### config.mk
export PLATFORM = sky130hd
export DESIGN_NAME = rob_retire_queue
export DESIGN_NICKNAME = d
export VERILOG_FILES = /design/src/rtl/rob_retire_queue.sv
export SDC_FILE = /design/constraint.sdc
export NUM_CORES = 1
export LEC_CHECK = 0
export CAP_MARGIN = 30
export CORE_MARGIN = 2
export CORE_UTILIZATION = 25
export DETAILED_ROUTE_END_ITERATION = 16
export DONT_BUFFER_PORTS = 1
export HOLD_SLACK_MARGIN = 0.08
export PLACE_DENSITY = 0.44
export SLEW_MARGIN = 5
export SYNTH_ARGS = -nofsm -noshare
export SYNTH_HDL_FRONTEND = slang
export SYNTH_SLANG_ARGS = --single-unit
export TNS_END_PERCENT = 1
### constraint.sdc
create_clock -name clock -period 6.85 [get_ports clock]
set_clock_uncertainty 0.15 [all_clocks]
set_input_delay 1.37 -clock clock [delete_from_list [all_inputs] [get_ports clock]]
set_output_delay 1.37 -clock clock [all_outputs]
set_load 0.005 [all_outputs]
### src/rtl/rob_retire_queue.sv
// rob_retire_queue: in-order reorder buffer with out-of-order completion and up to 4-wide retire.
// slot_data packs each entry as {dest_reg[37:33], dest_reg_valid[32], result_lo[31:0]}.
module rob_retire_queue #(
    parameter int DEPTH = 16,
    localparam int AW = $clog2(DEPTH)
) (
    input  logic                clock,
    input  logic                reset,
    input  logic                flush,
    input  logic                alloc_valid,
    input  logic [4:0]          alloc_dest_reg,
    input  logic                alloc_dest_reg_valid,
    output logic                alloc_ready,
    output logic [AW-1:0]       alloc_tag,
    input  logic                complete_valid,
    input  logic [AW-1:0]       complete_tag,
    input  logic [31:0]         complete_result_lo,
    output logic [3:0][37:0]    slot_data,
    output logic [3:0]          slot_valid,
    output logic                empty,
    input  logic                consume,
    input  logic [1:0]          consume_count
);
    logic [AW-1:0]    head, tail;
    logic [AW:0]      count;
    logic [DEPTH-1:0] alloc_f, done_f;
    logic [4:0]       dest [DEPTH];
    logic             dest_v [DEPTH];
    logic [31:0]      res [DEPTH];
    logic             run, accept;
    logic [2:0]       nvalid, want, ret;

    assign alloc_ready = ~count[AW];
    assign alloc_tag   = tail;
    assign empty       = count == '0;
    assign accept      = alloc_valid & alloc_ready & ~flush;

    // Valid slots are the run of completed entries starting at head.
    always_comb begin
        run = 1'b1;
        slot_valid = '0;
        slot_data = '0;
        for (int i = 0; i < 4; i++) begin
            run = run & (count > (AW+1)'(i)) & done_f[head + AW'(i)];
            slot_valid[i] = run;
            slot_data[i] = {dest[head + AW'(i)], dest_v[head + AW'(i)], res[head + AW'(i)]};
        end
        nvalid = 3'($countones(slot_valid));
        want = {1'b0, consume_count} + 3'd1;
        ret = consume ? (want < nvalid ? want : nvalid) : 3'd0;
    end

    always_ff @(posedge clock) begin
        if (reset || flush) begin
            head <= '0;
            tail <= '0;
            count <= '0;
            alloc_f <= '0;
            done_f <= '0;
        end else begin
            for (int i = 0; i < 4; i++)
                if (3'(i) < ret) begin
                    alloc_f[head + AW'(i)] <= 1'b0;
                    done_f[head + AW'(i)] <= 1'b0;
                end
            if (complete_valid && alloc_f[complete_tag] && !done_f[complete_tag]) begin
                res[complete_tag] <= complete_result_lo;
                done_f[complete_tag] <= 1'b1;
            end
            // Allocation is placed last so it overrides a same-cycle completion of the tail tag.
            if (accept) begin
                alloc_f[tail] <= 1'b1;
                done_f[tail] <= 1'b0;
                dest[tail] <= alloc_dest_reg;
                dest_v[tail] <= alloc_dest_reg_valid;
                tail <= tail + 1'b1;
            end
            head <= head + AW'(ret);
            count <= count + (AW+1)'(accept) - (AW+1)'(ret);
        end
    end
endmodule

; ---- Word-level counts from Yosys, hierarchy flattened
; Memories as Yosys holds them, arrays and structs flattened. A register that Yosys moved wholly into a read port is not among the register bits.
; Index checks and enable logic that the tools add are counted.
[classes]
addsub = 11
multipliers = 0
n_div = 0
order_cmp = 21
n_eq_ne = 0
n_shift = 0
mux = 55
bitwise = 27
reduce_logical = 11
[ops]
columns = operator, n
row1 = 16-bit two-way mux, 20
row2 = 16-bit bitwise AND, 9
row3 = 16-bit NOT, 5
row4 = 16-bit bitwise OR, 2
row5 = 4-bit by 5-bit less-than comparator with 1-bit output (second input constant), 6
row6 = 1-bit binary-select mux with 4-bit select, 6
row7 = 1-bit demux with 4-bit select, 6
row8 = 4-bit by 1-bit >= comparator with 1-bit output (second input constant), 6
row9 = 1-bit two-way mux, 18
row10 = 4-bit two-way mux, 3
row11 = 5-bit by 1-bit > comparator with 1-bit output (second input constant), 2
row12 = 5-bit by 2-bit > comparator with 1-bit output (second input constant), 2
row13 = 1-bit bitwise AND, 9
row14 = 4-bit by 1-bit adder with 4-bit output (second input constant), 2
row15 = 4-bit by 2-bit adder with 4-bit output (second input constant), 2
row16 = 1-bit logical AND, 8
row17 = 1-bit by 3-bit less-than comparator with 1-bit output (first input constant), 2
row18 = 2-bit by 3-bit less-than comparator with 1-bit output (first input constant), 2
row19 = 3-bit two-way mux, 2
row20 = 5-bit by 1-bit adder with 5-bit output, 1
row21 = 5-bit zero test, 1
row22 = 5-bit by 3-bit subtractor with 5-bit output, 1
row23 = 1-bit by 1-bit adder with 2-bit output, 2
row24 = 4-bit by 3-bit adder with 4-bit output, 1
row25 = 6 further kinds, 7
[totals]
reg_bits = 45
latch_bits = 0
ramBits = 608
romBits = 0
in_bits = 50
out_inout_bits = 162
memories = 3
[mem_list]
columns = name, words, word_bits, rd, rd_clocked_by_memory_dff, write_ports, line_no
row1 = res, 16, 32, 4, 1, 1, 29  ; logic [31:0] res [DEPTH];
row2 = dest, 16, 5, 4, 1, 1, 27  ; logic [4:0] dest [DEPTH];
row3 = dest_v, 16, 1, 4, 1, 1, 28  ; logic dest_v [DEPTH];

; ---- Logic depth before layout (Yosys ltp)
; Gate-level depths: netlist of the first run.
[logic_depth]
word_depth = 31
ltp_mapped = 35
ltp_nobuf = 26

; ---- Least setup slack after synthesis of the first run
; No wires, ideal clock.
[synth_path]
path_kind = register to register
from = register head[0]
to = register count[4]
arrival_ns = 6.517
required_time_ns = 6.572
slack_ns = 0.055
path_stages_with_launch = 34
n_path_buf = 8
period_less_slack_ns = 6.795
cell_sequence = dfxtp_1 > buf_6 > buf_6 > inv_2 > buf_2 > clkbuf_1 > ha_1 > buf_2 > xor2_1 > buf_2 > buf_2 > nand2_1 > a31oi_1 > and3_1 > fa_1 > ha_1 > ha_1 > inv_1 > ha_1 > o21ai_0 > o211a_2 > nor2_1 > buf_2 > nor2_1 > ha_1 > inv_1 > ha_1 > inv_1 > fa_1 > inv_1 > a21o_1 > a21oi_1 > xnor2_1 > nor2_1
[synth_between]
elab_chain_len = 15
[synth_lines]
columns = element, line_no
row1 = from (decl), 24  ; logic [AW-1:0] head, tail;
row2 = from (signal assigned), 78  ; head <= head + AW'(ret);
row3 = "parallel branches: the longest is 8 deep, another holds 4-bit by 1-bit adder with 4-bit output", -
row4 = 1-bit bitwise AND *, 44  ; run = run & (count > (AW+1)'(i)) & done_f[head + AW'(i)];
row5 = via run, 30  ; logic run, accept;
row6 = 1-bit by 1-bit adder with 2-bit output (implied by the code) *, 48  ; nvalid = 3'($countones(slot_valid));
row7 = 2-bit by 2-bit adder with 3-bit output (implied by the code) *, 48
row8 = 3-bit less-than comparator, 50  ; ret = consume ? (want < nvalid ? want : nvalid) : 3'd0;
row9 = 3-bit two-way mux * (2 in series), 50
row10 = 5-bit by 3-bit subtractor with 5-bit output *, 79  ; count <= count + (AW+1)'(accept) - (AW+1)'(ret);
row11 = to (signal assigned), 79
row12 = to (decl), 25  ; logic [AW:0] count;
; Mark *: on every way through the listed nets, which the timed path passes. The select of a mux whose other input is x is not followed.
; A chain may end at the register's enable or synchronous reset.

==> qor.yml, run 1 <==
outcome:
  status: "completed"
job:
  cap_violations: 0
cts:
  clock_path_buffers: 3
  clk_pin_slew_ns: 0.06
  cts_tree: "done"
  cts.sinks: 653
  clk_latency_ns: 0.70
  h-tree-depth: 3
  cts_made_buffers: 82
  cts_root_buf: "clkbuf_16"
route:
  wl_um: 142000
  drc: 0
  vias: 25100
  drt_first_pass_iters: 5
  ant_nets: 0
  drtIter0Drc: 2744
  vias_per_cell: 5.73
  detail_route.wl_per_cell_um: 32.5
critical_path:
  critPathArrivalTime_ns: 4.86
  worstPathCellList: "inv_4 > ha_4 > buf_4 > buf_6 > buf_6 > mux4_2 > mux4_2"
  required_ns: 5.33
  cp-start-kind: "flip-flop"
  crit_path_max_incr_delay_ns: 0.59
  worst-setup-path-type: "flip-flop to output port"
  cp_max_fo: 57
  critPathCaptureType: "output port"
  slowest_stage: "mux4_2"
die:
  io_pins: 212
  start_util: 0.251
  fp-row-count: 148
  die_y_um: 408
  fp.dieW_um: 408
  core_um2: 162000
  dieArea_um2: 166000
global_route:
  grt_pass1_wl_um: 201000
  grt-ovfl-total: 0
  grtUsageTotal: 0.168
  grt_max_degree: 155
  antenna_found_initial: 3
  first_global_vias: 25300
finish:
  syn_to_final_growth_pct: 13.9
  drive_above_1_share: 0.467
  diodes: 0
  largest_reg_flops: 512
  fin_cells: 4375
  finalCoreUtilization: 0.286
  nets: 2218
timing:
  finalSetupViolations: 0
  setup_ws_ns: 0.469
  fmax_ghz: 0.157
  worst_pin_slew_ns: 1.17
  hold_ws_ns: 0.294
  post-route-min-period_ns: 6.38
  slew_headroom: 0.218
  slew_violations: 0
  period_share: 0.932
  hold_viol_final: 0
  rsz0062_at_grt: "no"
  final.setup.tns_ns: 0
worst_hold_path:
  hp-class: "flip-flop to flip-flop"
synth:
  yosysSeqAreaShare: 0.470
  yosysWarnings: 0
  postSynthAreaPerCell_um2: 18.8
  ys.flop_type: "edfxtp_1"
  ys_ff_latch: 653
  synthCells: 2171
  yosys.cell_types.count: 80
  synth-edff-count: 608
  synth-async-reset-ratio: 0
  netlist_area_um2: 40700
  syn-num-nets: 2256
placed_design:
  dp_cells: 4218
  portBuffers: 0
  detailedPlace.worstSlack_ns: 0.523
  gp_congestion: 0.833
  dpl.hpwl_um: 87300
power:
  powerDensity_nw_per_um2: 207
  cellLeakagePower_nw: 13.2
  irDropWorstVdd_mv: 0.152
[through the flow]
step                power [mW]  instance area, µm²
floorplan                 4.94               40700
global placement          5.10               43400
detailed placement        5.10               43400
CTS                       9.75               46300
global route              9.92               46400
finish                    9.59               46400
[routing by layer]
layer | track usage | up-vias | part of all wire
met5 | 0 | - | 0.000091
met4 | 0.0623 | 2 | 0.035
met3 | 0.0540 | 251 | 0.095
met2 | 0.268 | 1375 | 0.48
met1 | 0.213 | 13800 | 0.39
li1 | - | 9674 | -
[layout by cell type, fill, tap and decap left out, types with 9 or more instances in the layout]
cell       synthesis  routed
ha_1              32      30
and2_1             9       9
mux2i_1           20      20
nand4_1            9       9
clkbuf_1          60      12
clkbuf_16          0      85
o22a_1             9       9
bufinv_16          0      12
a31oi_1           39      39
a21o_1            14      14
edfxtp_1         608     608
o21ai_0           15      15
clkinv_1           0      14
clkinv_2           0      10
buf_4             10      72
a211oi_1          16      16
nand3_1           22      22
inv_1             21      21
nor3_1            17       9
nor2b_1           16      16
dfxtp_1           45      41
nor2_1            62      57
a21oi_1           12      12
mux2_2             9       9
mux4_2           748     748
buf_12             0      14
nand2_1           94      94
[path summary, 6_finish.rpt]
kind / startpoint / end / slack (ns) / depth (start not counted)
setup / recovery: head[0]$_SDFF_PP0_ / slot_data[126] / 0.47 / 7
hold reg to reg: alloc_f[9]$_SDFF_PP0_ / alloc_f[9]$_SDFF_PP0_ / 0.29 / 1
hold / removal: alloc_f[9]$_SDFF_PP0_ / alloc_f[9]$_SDFF_PP0_ / 0.29 / 1
setup reg to reg: head[2]$_SDFF_PP0_ / count[4]$_SDFF_PP0_ / 0.54 / 26
[power by group]
group / internal (mW) / leakage (nW) / switching, mW / total (mW)
clock: 2.75 / 1.36 / 1.83 / 4.58
combinational: 0.310 / 5.96 / 0.335 / 0.645
sequential: 4.36 / 5.83 / 0.00886 / 4.37
total: 7.42 / 13.2 / 2.17 / 9.59
[area by class of cell]
type	instances	area [µm²]
Clock inverter	52	622
Clock buffer	99	2200
Multi-Input combinational cell	1280	20600
Sequential cell	653	19200
Timing Repair Buffer	94	976
Tap cell	2175	2720
Inverter	22	85.1
Fill cell	15900	116000
[synthesized netlist by cell type, types with 7 or more instances]
library cell | n | area, µm²
ha_1 | 32 | 400
nor2_1 | 62 | 233
a31oi_1 | 39 | 244
nand2b_1 | 8 | 50.1
buf_4 | 10 | 75.1
nand2_1 | 94 | 353
nand4_1 | 9 | 56.3
buf_2 | 112 | 561
nor3_1 | 17 | 85.1
edfxtp_1 | 608 | 18300
a211oi_1 | 16 | 120
mux2i_1 | 20 | 200
xor2_1 | 7 | 61.3
a21oi_1 | 12 | 60.1
buf_1 | 20 | 75.1
dfxtp_1 | 45 | 901
nand3_1 | 22 | 110
buf_6 | 13 | 146
o22ai_1 | 7 | 43.8
inv_1 | 21 | 78.8
mux2_2 | 9 | 101
o22a_1 | 9 | 78.8
clkbuf_1 | 60 | 225
and2_1 | 9 | 56.3
a21o_1 | 14 | 105
mux4_2 | 748 | 16800
o21ai_0 | 15 | 75.1
or2_2 | 8 | 50.1
nor2b_1 | 16 | 100
[critical path: cells and delay by family (launching register included)]
kind                       cells  cell delay (ns)
adders and majority gates      1             0.41
muxes                          2             1.17
buffers and inverters          4             1.85
DFF                            1             0.55
[logic make-up after synthesis]
kind of cell / Yosys count / share of synthesized area
AND/OR/NAND/NOR: 278 / 0.0329
AO/OA/AOI/OAI: 175 / 0.0320
XOR/XNOR: 15 / 0.00359
buffers and inverters: 238 / 0.0287
adder cells (fa/ha/maj): 35 / 0.0113
flip-flops: 653 / 0.470
multiplexers: 777 / 0.421
[timing repair]
action / CTS / global route
pin swaps: 0 / 0
setup buffers: 0 / 0
endpoints found under the setup margin: 8 / 4
resized for setup: 1 / 1
hold buffers: 0 / 0
No activity file was read; power rests on OpenSTA's default activity.
==> inputs of run 2 (changes only) <==
Settings changed: ABC_AREA set to 1.
==> run 2 against run 1 <==
Clock power fell by 3%. Sequential power barely moved. Fmax grew 4.4%. Non-clock buffer count grew 12. First-iteration DRC count up 15%. Via count increased by 36%. Critical endpoint is now slot_data[39]. Sequential cell count unchanged.
==> qor.yml, run 2 <==
critical_path:
  worstPathCellList: "ha_1 > inv_1 > o21ai_1 > nand2_2 > buf_4 > inv_2 > nand2_1 > nor2_1 > nor3_1 > nor2_1"
  crit_path_max_incr_delay_ns: 0.77  # +0.18 ns
  r2r_cells: 29  # +12%
  required_ns: 5.33  # about the same
  slowest_stage: "nand2_1"
  path_buf_inv: 3  # -1
  cp_top_family: "simple AND/OR/NAND/NOR gates"
  worst-setup-path-type: "flip-flop to output port"
  crit_cells: 10  # +3
  critPathCaptureType: "output port"
  crit_top_cell: "nor2_1"
  cp-start-kind: "flip-flop"
  critPathArrivalTime_ns: 4.59  # -0.27 ns
  cp_max_fo: 15  # -74%
die:
  dieArea_um2: 159000  # -4.2%
  die_y_um: 399  # -2.1%
  fp.dieW_um: 399  # -2.1%
  start_util: 0.252  # +0.00126
  core_um2: 155000  # -4.7%
  io_pins: 212  # unchanged
  fp-row-count: 144  # -2.7%
synth:
  yosysSeqAreaShare: 0.491  # +0.0207
  synth-edff-count: 608  # unchanged
  ys.flop_type: "edfxtp_1"
  synthTopCellsByCount: "1,458 x nand2_1, 693 x o21ai_0, 608 x edfxtp_1"
  synthCells: 4772  # +120%
  ys_ff_latch: 653  # unchanged
  synth-async-reset-ratio: 0  # unchanged
  yosys.cell_types.count: 51  # -36%
  synth_area_leaders: "edfxtp_1 47%, nand2_1 14%, o21ai_0 8.9%"
  postSynthAreaPerCell_um2: 8.17  # -56%
  netlist_area_um2: 39000  # -4.2%
  yosysWarnings: 0  # unchanged
  synth.top_cell.area_share: 0.468  # +0.0198
  syn-num-nets: 4857  # +120%
  synth_most_common_cell: "nand2_1"
  yosysTopAreaCell: "edfxtp_1"
global_route:
  antenna_found_initial: 6  # +3
  grt_max_degree: 222  # +43%
  first_global_vias: 30900  # +22%
  grtUsageTotal: 0.205  # +0.0372
  grt_pass1_wl_um: 234000  # +17%
  grt-ovfl-total: 0  # unchanged
job:
  cap_violations: 0  # unchanged
finish:
  final_cell_mix: "1,456 x nand2_1, 693 x o21ai_0, 608 x edfxtp_1"
  nets: 4711  # +110%
  fin_cells: 6742  # +54%
  largest_reg_flops: 512  # unchanged
  drive_above_1_share: 0.0692  # -0.398
  syn_to_final_growth_pct: 13.0
  final_common_cell: "nand2_1"
timing:
  hold_viol_final: 0  # unchanged
  rsz0062_at_grt: "no"
  slew_violations: 0  # unchanged
  period_share: 0.893  # -0.0389
  slew_headroom: 0.184  # -0.0342
  fmax_ghz: 0.164  # +4.4%
  final.setup.tns_ns: 0  # unchanged
  post-route-min-period_ns: 6.11  # -0.266 ns
  worst_pin_slew_ns: 1.22  # +0.0513 ns
  finalSetupViolations: 0  # unchanged
  hold_ws_ns: 0.341  # +0.0464 ns
cts:
  cts_hold_buf: 0  # unchanged
  cts.sinks: 653  # unchanged
  clk_latency_ns: 0.72  # +0.02 ns
  clk_pin_slew_ns: 0.06  # about the same
  cts_made_buffers: 84  # +2.4%
  cts_root_buf: "clkbuf_16"
  clock_path_buffers: 3  # unchanged
  post_cts_resize_count: 0  # -1
  postCtsSetupBuffers: 0  # unchanged
  h-tree-depth: 3  # unchanged
  cts_tree: "done"
route:
  vias_per_cell: 5.07  # -12%
  vias: 34200  # +36%
  ant_nets: 0  # unchanged
  drtIter0Drc: 3165  # +15%
  drc: 0  # unchanged
  detail_route.wl_per_cell_um: 24.8  # -24%
  drt_first_pass_iters: 6  # +1
  wl_um: 167000  # +18%
placed_design:
  dpl.hpwl_um: 103000  # +19%
  gp_congestion: 0.911  # +9.3%
  portBuffers: 0  # unchanged
  dp_cells: 6582  # +56%
power:
  irDropWorstVdd_mv: 0.184  # +21%
  powerDensity_nw_per_um2: 222  # +7.1%
  cellLeakagePower_nw: 16.0  # +21%
worst_hold_path:
  hold_depth: 2  # +1
  hp-class: "flip-flop to flip-flop"
outcome:
  status: "completed"
run 2: changes by cell type in the layout (fill, tap and decap cells not counted), moves of 145 or more:
cell and change:
nor2_1 +214, nand2_1 +1362, mux2i_1 +145, nand3_1 +214, inv_1 +291, mux4_2 -748, o21ai_0 +678
run 2: cells by family after synthesis:
family          share of synthesized area
flops                               0.491
simple gates                        0.226
compound gates                      0.158
mux                                0.0423
xor+xnor                          0.00109
fa+ha+maj                          0.0118
buf+inv                            0.0705
run 2: power by group:
group          switching (mW)  internal (mW)
combinational           0.699          0.250
clock                    1.86           2.59
sequential            0.00793           4.36
run 2: per-layer routing:
metal  GRT usage  routed length [µm]  part of all wire  vias up
met5           0                   0                 0        -
met4      0.0708                5750             0.034        0
met3      0.0426               11800             0.071      260
met2       0.335               77400              0.46     1192
met1       0.269               72200              0.43    16600
li1            -                   -                 -    16100
run 2: area by class of cell:
cell class | instances | area (µm²)
Antenna cell | 3 | 7.51
Clock buffer | 118 | 2310
Clock inverter | 37 | 404
Fill cell | 16500 | 110000
Inverter | 337 | 1290
Multi-Input combinational cell | 3444 | 17300
Sequential cell | 653 | 19200
Tap cell | 2044 | 2560
Timing Repair Buffer | 106 | 1030
run 2: stage by stage:
stage	instance area [µm²]	power (mW)	setup WS, ns	util
2_1_floorplan	39000	5.07	0.962	-
3_3_place_gp	41100	5.40	0.982	0.266
3_5_place_dp	41300	5.40	1.01	0.267
4_1_cts	44000	9.88	0.597	0.285
5_1_grt	44100	10.1	0.422	0.285
6_report	44100	9.77	0.735	0.285
run 2: worst min-delay path, delay by kind of cell (launching register included):
kind	cells	cell delay [ns]
flip-flops	1	0.32
AND/OR/NAND/NOR	2	0.13
run 2: worst paths after layout:
check / startpoint / endpoint / slack [ns]
max: head[2]$_SDFF_PP0_ / slot_data[39] / 0.74
min: alloc_f[1]$_SDFF_PP0_ / alloc_f[1]$_SDFF_PP0_ / 0.34
max reg2reg: head[0]$_SDFF_PP0_ / count[4]$_SDFF_PP0_ / 1.01
min reg2reg: alloc_f[1]$_SDFF_PP0_ / alloc_f[1]$_SDFF_PP0_ / 0.34
==> inputs of run 3 (changes only) <==
Settings changed: HOLD_SLACK_MARGIN 0.08 to 0.02.
==> results of run 3 <==
Same layout as run 2: the final DEF is identical, and so are final timing and power.
